<file path="src/rtl/uart_rx.sv">
// UART receiver: 2-flop input synchroniser, fractional-accumulator oversample tick,
// start/stop framing check, one-cycle rx_valid / frame_err strobes.
module uart_rx #(
  parameter int BAUD_RATE  = 115200,
  parameter int CLK_IN     = 40000000,
  parameter int DATA_BITS  = 8,
  parameter int STOP_BITS  = 2,
  parameter int OVERSAMPLE = 16
) (
  input  logic       clk,
  input  logic       rst,
  input  logic       bit_in,
  output logic [7:0] data_out,
  output logic       rx_valid,
  output logic       frame_err,
  output logic       rx_busy
);

  localparam int              CW        = $clog2(OVERSAMPLE);
  localparam logic [31:0]     INC       = 32'(BAUD_RATE * OVERSAMPLE);
  localparam logic [31:0]     CLK_LIM   = 32'(CLK_IN);
  localparam logic [CW-1:0]   CTR_MID   = CW'(OVERSAMPLE / 2 - 1);
  localparam logic [CW-1:0]   CTR_END   = CW'(OVERSAMPLE - 1);
  localparam logic [2:0]      LAST_BIT  = 3'(DATA_BITS - 1);
  localparam logic            LAST_STOP = 1'(STOP_BITS - 1);

  typedef enum logic [1:0] {IDLE, START, DATA, STOP} state_e;

  state_e               state_q, state_d;
  logic [1:0]           sync_q, sync_d;
  logic [31:0]          acc_q, acc_d;
  logic [CW-1:0]        ctr_q, ctr_d;
  logic [2:0]           bit_idx_q, bit_idx_d;
  logic                 stop_idx_q, stop_idx_d;
  logic [DATA_BITS-1:0] shift_q, shift_d;
  logic                 err_q, err_d;
  logic                 armed_q, armed_d;
  logic [7:0]           data_out_q, data_out_d;
  logic                 rx_valid_q, rx_valid_d;
  logic                 frame_err_q, frame_err_d;
  logic                 rx_busy_q, rx_busy_d;

  logic        rx_s;
  logic        tick;
  logic [31:0] acc_sum;
  logic        err_final;

  assign rx_s = sync_q[1];

  always_comb begin
    sync_d  = {sync_q[0], bit_in};
    acc_sum = acc_q + INC;
    tick    = (acc_sum >= CLK_LIM);
    acc_d   = tick ? (acc_sum - CLK_LIM) : acc_sum;
  end

  // NOTE: every _d is given its hold value before the case so no path can infer a latch.
  always_comb begin
    state_d     = state_q;
    ctr_d       = ctr_q;
    bit_idx_d   = bit_idx_q;
    stop_idx_d  = stop_idx_q;
    shift_d     = shift_q;
    err_d       = err_q;
    armed_d     = armed_q;
    data_out_d  = data_out_q;
    rx_valid_d  = 1'b0;
    frame_err_d = 1'b0;
    rx_busy_d   = rx_busy_q;
    err_final   = err_q | ~rx_s;

    unique case (state_q)
      IDLE: begin
        rx_busy_d = 1'b0;
        // After a framing error the line must be seen high before a new start is accepted.
        if (rx_s) armed_d = 1'b1;
        if (tick && armed_q && !rx_s) begin
          state_d   = START;
          ctr_d     = '0;
          err_d     = 1'b0;
          rx_busy_d = 1'b1;
        end
      end
      START: if (tick) begin
        if (ctr_q == CTR_MID) begin
          if (rx_s) begin
            state_d   = IDLE;
            rx_busy_d = 1'b0;
          end else begin
            state_d   = DATA;
            ctr_d     = '0;
            bit_idx_d = '0;
          end
        end else begin
          ctr_d = ctr_q + 1'b1;
        end
      end
      DATA: if (tick) begin
        if (ctr_q == CTR_END) begin
          ctr_d     = '0;
          shift_d   = {rx_s, shift_q[DATA_BITS-1:1]};
          bit_idx_d = bit_idx_q + 1'b1;
          if (bit_idx_q == LAST_BIT) begin
            state_d    = STOP;
            stop_idx_d = 1'b0;
          end
        end else begin
          ctr_d = ctr_q + 1'b1;
        end
      end
      STOP: if (tick) begin
        if (ctr_q == CTR_END) begin
          ctr_d      = '0;
          err_d      = err_final;
          stop_idx_d = stop_idx_q + 1'b1;
          // Leave mid stop bit so a start edge straight after it is not missed.
          if (stop_idx_q == LAST_STOP) begin
            state_d   = IDLE;
            rx_busy_d = 1'b0;
            if (err_final) begin
              frame_err_d = 1'b1;
              armed_d     = 1'b0;
            end else begin
              rx_valid_d = 1'b1;
              data_out_d = 8'(shift_q);
            end
          end
        end else begin
          ctr_d = ctr_q + 1'b1;
        end
      end
      default: state_d = IDLE;
    endcase
  end

  // NOTE: sequential state uses non-blocking assignments only; all flops are plain registers, so all are reset.
  always_ff @(posedge clk or posedge rst) begin
    if (rst) begin
      state_q     <= IDLE;
      sync_q      <= 2'b11;
      acc_q       <= '0;
      ctr_q       <= '0;
      bit_idx_q   <= '0;
      stop_idx_q  <= 1'b0;
      shift_q     <= '0;
      err_q       <= 1'b0;
      armed_q     <= 1'b0;
      data_out_q  <= '0;
      rx_valid_q  <= 1'b0;
      frame_err_q <= 1'b0;
      rx_busy_q   <= 1'b0;
    end else begin
      state_q     <= state_d;
      sync_q      <= sync_d;
      acc_q       <= acc_d;
      ctr_q       <= ctr_d;
      bit_idx_q   <= bit_idx_d;
      stop_idx_q  <= stop_idx_d;
      shift_q     <= shift_d;
      err_q       <= err_d;
      armed_q     <= armed_d;
      data_out_q  <= data_out_d;
      rx_valid_q  <= rx_valid_d;
      frame_err_q <= frame_err_d;
      rx_busy_q   <= rx_busy_d;
    end
  end

  assign data_out  = data_out_q;
  assign rx_valid  = rx_valid_q;
  assign frame_err = frame_err_q;
  assign rx_busy   = rx_busy_q;

endmodule
</file>
<file path="config.mk">
export PLATFORM = sky130hd
export DESIGN_NAME = uart_rx
export DESIGN_NICKNAME = d
export VERILOG_FILES = /design/src/rtl/uart_rx.sv
export SDC_FILE = /design/constraint.sdc
export NUM_CORES = 1
export LEC_CHECK = 0
export CAP_MARGIN = 15
export CORE_MARGIN = 2
export CORE_UTILIZATION = 43
export CTS_CLUSTER_SIZE = 12
export DETAILED_ROUTE_END_ITERATION = 10
export PLACE_DENSITY = 0.72
export SKIP_CTS_REPAIR_TIMING = 1
export SLEW_MARGIN = 25
export SYNTH_ARGS = -nofsm -noshare
export SYNTH_HDL_FRONTEND = slang
export SYNTH_SLANG_ARGS = --single-unit
</file>
<file path="constraint.sdc">
create_clock -name clk -period 3.2 [get_ports clk]
set_input_delay 0.64 -clock clk [delete_from_list [all_inputs] [get_ports clk]]
set_output_delay 0.64 -clock clk [all_outputs]
set_load 0.01 [all_outputs]
</file>
==> results of run 1 <==
report_power, final:
| group | switching, mW | total (mW) | internal, mW |
|---|---|---|---|
| logic | 0.0206 | 0.0268 | 0.00614 |
| registers | 0.00180 | 0.712 | 0.710 |
| clock network | 0.265 | 0.426 | 0.162 |
| total | 0.287 | 1.16 | 0.878 |
cells in the mapped netlist (all sizes together) (4+ instances only):
cell type,n,share of area
dfrtp,54,0.40
nand2,27,0.030
nor2,24,0.030
xnor2,21,0.055
a21oi,19,0.031
mux2,16,0.054
o21ai,15,0.022
inv,14,0.016
xor2,12,0.031
nand3,11,0.016
buf,9,0.016
a211oi,8,0.018
ha,8,0.030
nand4,7,0.015
a21o,6,0.013
or3,6,0.013
clkbuf,5,0.0056
nor3,5,0.012
a31oi,4,0.0074
and2,4,0.0074
and3,4,0.0078
mux2i,4,0.012
o31ai,4,0.0089
stage by stage:
step / setup TNS, ns / instances / utilization / cell area, um2 / power, mW
after floorplan: 0 / 337 / - / 3363 / 0.7417
after global placement: 0 / 460 / 0.4871 / 3725 / 0.7521
after detailed placement: 0 / 460 / 0.4871 / 3725 / 0.7528
after CTS: 0 / 468 / 0.4997 / 3821 / 1.177
after global routing: -0.07495 / 472 / 0.5079 / 3884 / 1.211
final: 0 / 472 / 0.5079 / 3884 / 1.165
cells by family (layout without fill, tap and decap cells):
family                     Yosys count  in the layout  share of synthesized area
adders and majority gates            8              8                    0.02976
buffers and inverters               28             61                    0.03757
DFF                                 56             56                     0.4174
and+or+nand+nor                     97             97                     0.1563
xor gates and xnor gates            33             33                    0.08594
AOI/OAI and AO/OA                   95             95                     0.2076
muxes                               20             20                    0.06548
routing by layer:
layer	up-vias	track usage
met5	-	0
met4	0	0.05348
met3	12	0.04312
met2	54	0.3193
met1	1308	0.2461
li1	1303	-
flip-flops by register name, indices dropped and copies added, names as in the netlist, 2 cells and up, named ones only:
register,flops
acc_q,23
data_out,8
shift_q,8
ctr_q,4
bit_idx_q,3
sync_q,2
area by class of cell:
class / count / area [um2]
Clock buffer: 5 / 68.82
Clock inverter: 3 / 27.53
Fill cell: 685 / 3764
Inverter: 14 / 52.55
Multi-Input combinational cell: 253 / 1853
Sequential cell: 56 / 1404
Tap cell: 102 / 127.6
Timing Repair Buffer: 39 / 350.3
worst paths after layout:
| check | start | to | slack, ns | depth (start not counted) |
|---|---|---|---|---|
| max | acc_q[19] | shift_q[1] | 0.14 | 9 |
| min | sync_q[0] | sync_q[1] | 0.36 | 0 |
| max reg2reg | acc_q[19] | shift_q[1] | 0.14 | 9 |
| min reg2reg | sync_q[0] | sync_q[1] | 0.36 | 0 |
| max in group asynchronous | rst | acc_q[20] | 1.71 | 3 |
| min in group asynchronous | rst | data_out[1] | 0.81 | 2 |
==> impl_metrics.py, run 1 <==
metrics = {
    "clock_tree": {
        "numCtsBuffers": 5,
        "insertion_delay_ns": 0.33,
        "clock_tree_buf_depth": 2,
        "clk_transition_reported_paths_ns": 0.11,
        "cts_tree": "done",
        "maximum_level_of_the_cts_h_tree": 2,
        "clock-sinks": 56,
        "cts_root_buf": "sky130_fd_sc_hd__clkbuf_8",
    },
    "synthesis": {
        "number_of_synthesized_register_bits": 56,
        "synthFlopType": "sky130_fd_sc_hd__dfrtp_1",
        "register_area_share_after_synthesis": 0.4174,
        "synth_area_um2": 3363,
        "synth-warning-count": 0,
        "async_reset_ff_frac": 1.000,
        "synth.net_count": 348,
        "synth_edf_count": 0,
        "syn-mean-instance-area_um2": 9.980,
        "synthesized_instance_count": 337,
        "synth_cell_type_count": 66,
    },
    "finish": {
        "final_nets": 380,
        "mostFrequentLayoutCell": "sky130_fd_sc_hd__dfrtp_1",
        "insertedDiodeCount": 0,
        "layout-drive-gt1-share": 0.1919,
        "areaGrowthSynthToFinish_pct": 15.48,
        "layout.cells.most_common_list": "54 x sky130_fd_sc_hd__dfrtp_1, 27 x sky130_fd_sc_hd__nand2_1, 24 x sky130_fd_sc_hd__buf_4",
    },
    "drt": {
        "dr.pass1.iters": 5,
        "total_vias_in_the_final_route": 2677,
        "routed-wl-met2_mm": 3.742,
        "postRouteAntennaNets": 0,
        "post_drt_via_cell_ratio": 5.672,
        "violation_count_after_the_first_detailed_routing_iteration": 174,
        "uppermost_signal_routing_layer_after_detailed_routing": "met4",
        "met3_length_um": 288,
        "route.detailed.wl_per_inst_um": 16.25,
        "post_route_drc": 0,
        "drt-total-wl_mm": 7.670,
        "m1WireLength_mm": 3.516,
    },
    "sta": {
        "fmaxAchievable_mhz": 326.6,
        "period_needed_ns": 3.062,
        "slew-limit-headroom": 0.4329,
        "skew_ns": 0.009876,
        "worst_slack_ns": 0.1379,
        "post-route-period-util": 0.9569,
        "fin_hold_ws_ns": 0.3615,
        "hold_viol_final": 0,
        "setup_violations": 0,
        "maxSlewViolCount": 0,
        "tightest_slew_ns": 0.8494,
    },
    "setup_path": {
        "cpLargestDelayFamily": "compound AO/OA/AOI/OAI gates",
        "timing.critical_path.slowest_stage_cell": "sky130_fd_sc_hd__dfrtp_1",
        "critical_path.startpoint_type": "flop",
        "critical-path-max-stage-delay_ns": 0.47,
        "timing.critical_path.arrival_ns": 3.28,
        "required_time_worst_endpoint_ns": 3.41,
        "path_cells": "or3_4 > a21oi_2 > o21ai_0 > a31oi_1 > a211o_2 > nor2_4 > buf_12 > nor3_4 > mux2_2",
        "max_fo_critical_path": 11,
        "crit_path_buffers_inverters": 1,
        "cp-end-kind": "flop",
        "setup.worst_path.class": "reg2reg",
    },
    "global_routing": {
        "grt.total_usage": 0.1900,
        "gr-total-overflow": 0,
        "antenna_found_initial": 0,
        "maximum_number_of_pins_on_one_net_before_global_route_repair": 42,
        "grt_pass1_vias": 2696,
        "grt_pass1_wl_mm": 12.99,
    },
    "place": {
        "routabilityCongestion": 0.9376,
        "io_buffer_count": 13,
        "dp.final_hpwl_mm": 5.611,
        "dp_slack_ns": 0.07520,
    },
    "floorplanning": {
        "core-area_um2": 7647,
        "die-area_um2": 8545,
        "std_cell_rows": 32,
        "initial_cell_density_of_the_core": 0.4398,
        "total_i_o_pin_count": 14,
        "chipWidth_um": 92.44,
        "die_y_extent_um": 92.44,
    },
    "power": {
        "irDropWorstVdd_uv": 202.7,
        "leakage_nw": 1.765,
        "power_per_cell_area_nw_per_um2": 299.9,
    },
    "flow_run": {
        "cap_viol_max_count": 0,
    },
    "outcome": {
        "status": "complete, no violations",
    },
    "hold_path": {
        "hold_class": "reg2reg",
    },
}
No activity file was read; power rests on OpenSTA's default activity.
==> inputs of run 2 (changes only) <==
PLACE_DENSITY = 0.66   (was 0.72)
SLEW_MARGIN = 5   (was 25)
clock period = 2.62 ns   (was 3.2 ns; I/O delays follow)
==> impl_metrics.py, run 2 (same netlist as run 1, synthesis figures left out) <==
metrics = {
    "sta": {
        "fmaxAchievable_mhz": 358.9,
        "period_needed_ns": 2.786,
        "worst_slack_ns": -0.1664,
        "post-route-period-util": 1.063,
        "skew_ns": 0.008040,
        "tightest_slew_ns": 0.6458,
        "maxSlewViolCount": 0,
        "hold_viol_final": 0,
        "setup_violations": 32,
        "setup_repair_after_global_routing_missed_its_margin": "yes",
        "slew-limit-headroom": 0.5649,
    },
    "place": {
        "routabilityCongestion": 0.9313,
        "dp.final_hpwl_mm": 5.675,
        "dp_slack_ns": -0.2308,
        "io_buffer_count": 13,
    },
    "floorplanning": {
        "die-area_um2": 8545,
        "initial_cell_density_of_the_core": 0.4398,
        "chipWidth_um": 92.44,
        "total_i_o_pin_count": 14,
        "die_y_extent_um": 92.44,
        "std_cell_rows": 32,
        "core-area_um2": 7647,
    },
    "clock_tree": {
        "clock-sinks": 56,
        "cts_tree": "done",
        "clock_tree_buf_depth": 2,
        "cts_root_buf": "sky130_fd_sc_hd__clkbuf_8",
        "clk_transition_reported_paths_ns": 0.11,
        "numCtsBuffers": 5,
        "maximum_level_of_the_cts_h_tree": 2,
        "insertion_delay_ns": 0.32,
    },
    "global_routing": {
        "maximum_number_of_pins_on_one_net_before_global_route_repair": 33,
        "antenna_found_initial": 0,
        "gr-total-overflow": 0,
        "grt_pass1_wl_mm": 13.01,
        "grt.total_usage": 0.1889,
        "grt_pass1_vias": 2769,
    },
    "drt": {
        "post_route_drc": 0,
        "dr.pass1.iters": 4,
        "route.detailed.wl_per_inst_um": 16.44,
        "total_vias_in_the_final_route": 2951,
        "violation_count_after_the_first_detailed_routing_iteration": 111,
        "post_drt_via_cell_ratio": 5.642,
        "drt-total-wl_mm": 8.599,
        "postRouteAntennaNets": 0,
    },
    "outcome": {
        "status": "finished with violations",
        "violated_checks": "setup timing",
    },
    "power": {
        "power.clock.fraction": 0.366,
        "switching_share": 0.2439,
        "power_per_cell_area_nw_per_um2": 298.6,
        "leakage_nw": 2.103,
        "total_switching_power_mw": 0.3480,
        "irDropWorstVdd_uv": 299.1,
        "power.share.combinational": 0.024,
        "seq_power_share": 0.610,
        "internal_power_mw": 1.079,
    },
    "setup_path": {
        "max_fo_critical_path": 8,
        "cp-end-kind": "flop",
        "required_time_worst_endpoint_ns": 2.83,
        "critical_path.startpoint_type": "flop",
        "timing.critical_path.arrival_ns": 3.00,
        "critical_path.startpoint": "acc_q[19]",
        "setup.worst_path.class": "reg2reg",
        "rr_startpoint": "acc_q[19]",
    },
    "finish": {
        "final_nets": 431,
        "ff_latch_area_um2": 1405,
        "insertedDiodeCount": 0,
        "layout-drive-gt1-share": 0.4228,
        "multi_input_comb_area_um2": 2310,
        "areaGrowthSynthToFinish_pct": 42.08,
        "finalCoreUtilization": 0.6248,
        "flip_flop_count_of_the_largest_register_all_copies_and_words_added": 23,
        "mostFrequentLayoutCell": "sky130_fd_sc_hd__buf_4",
        "num-fill-cells": 589,
        "most_flop_heavy_register": "acc_q",
        "layout.cells.most_common_list": "61 x sky130_fd_sc_hd__buf_4, 53 x sky130_fd_sc_hd__dfrtp_1, 22 x sky130_fd_sc_hd__nand2_1",
    },
    "flow_run": {
        "cap_viol_max_count": 0,
    },
    "hold_path": {
        "startpoint_of_the_most_critical_hold_path": "sync_q[0]",
        "hold_class": "reg2reg",
    },
}
[run 2: cell types whose count changed in the layout (fill, tap and decap cells not counted), moves of 7 or more]
cell | previous run | this run
sky130_fd_sc_hd__a211oi_1 | 8 | 0
sky130_fd_sc_hd__a211oi_2 | 0 | 7
sky130_fd_sc_hd__a21oi_1 | 16 | 9
sky130_fd_sc_hd__buf_4 | 24 | 61
sky130_fd_sc_hd__buf_6 | 0 | 14
sky130_fd_sc_hd__mux2_2 | 16 | 0
sky130_fd_sc_hd__mux2_4 | 0 | 16
sky130_fd_sc_hd__o21ai_0 | 15 | 7
[run 2: per-layer routing]
metal  wire length [um]  track usage  vias up
li1                   -            -     1405
met1               3751       0.2492     1467
met2               4432       0.3163       63
met3                262      0.03255       16
met4                151      0.06095        0
met5                  0            0        -
[run 2: worst max-delay path, cell delays in order (launching register included)]
cell	delay (ns)
sky130_fd_sc_hd__dfrtp_1	0.42
sky130_fd_sc_hd__or3_4	0.42
sky130_fd_sc_hd__nor2_2	0.19
sky130_fd_sc_hd__nand4b_1	0.18
sky130_fd_sc_hd__a21o_1	0.24
sky130_fd_sc_hd__o311ai_4	0.35
sky130_fd_sc_hd__nor2_4	0.11
sky130_fd_sc_hd__buf_6	0.13
sky130_fd_sc_hd__nor3_4	0.18
sky130_fd_sc_hd__buf_12	0.16
sky130_fd_sc_hd__mux2_4	0.30
[run 2: cell type report]
type	count	area share
timing repair buffer	90	0.1644
sequential	56	0.2941
tap	102	0.02671
inverter	14	0.01100
clock buffer	5	0.01440
multi-input combinational	253	0.4834
clock inverter	3	0.006023
[run 2: path summary, 6_finish.rpt]
kind | to | slack, ns | cells past startpoint
worst max-delay path | shift_q[3] | -0.17 | 10
worst min-delay path | sync_q[1] | 0.36 | 0
worst max register to register | shift_q[3] | -0.17 | 10
worst min register to register | sync_q[1] | 0.36 | 0
max in group asynchronous | acc_q[11] | 1.52 | 3
min in group asynchronous | shift_q[0] | 0.54 | 2
[run 2: power groups by stage]
stage	sequential (mW)	clock, mW	combinational (mW)
after floorplan	0.885	0	0.0217
after CTS	0.869	0.542	0.0345
final	0.870	0.522	0.0346
after global placement	0.886	0	0.0341
after global routing	0.870	0.560	0.0403
after detailed placement	0.886	0	0.0344
[run 2: through the flow]
stage | hold slack (ns) | TNS, ns | cell area (um2) | total power, mW | cells
after floorplan | 0.3452 | -0.7369 | 3395 | 0.9062 | 337
after global placement | 0.3493 | -2.008 | 4069 | 0.9202 | 500
after detailed placement | 0.3468 | -2.826 | 4069 | 0.9204 | 500
after CTS | 0.3629 | -4.060 | 4167 | 1.446 | 508
after global routing | 0.3694 | -7.232 | 4778 | 1.470 | 523
final | 0.3621 | -3.048 | 4778 | 1.427 | 523
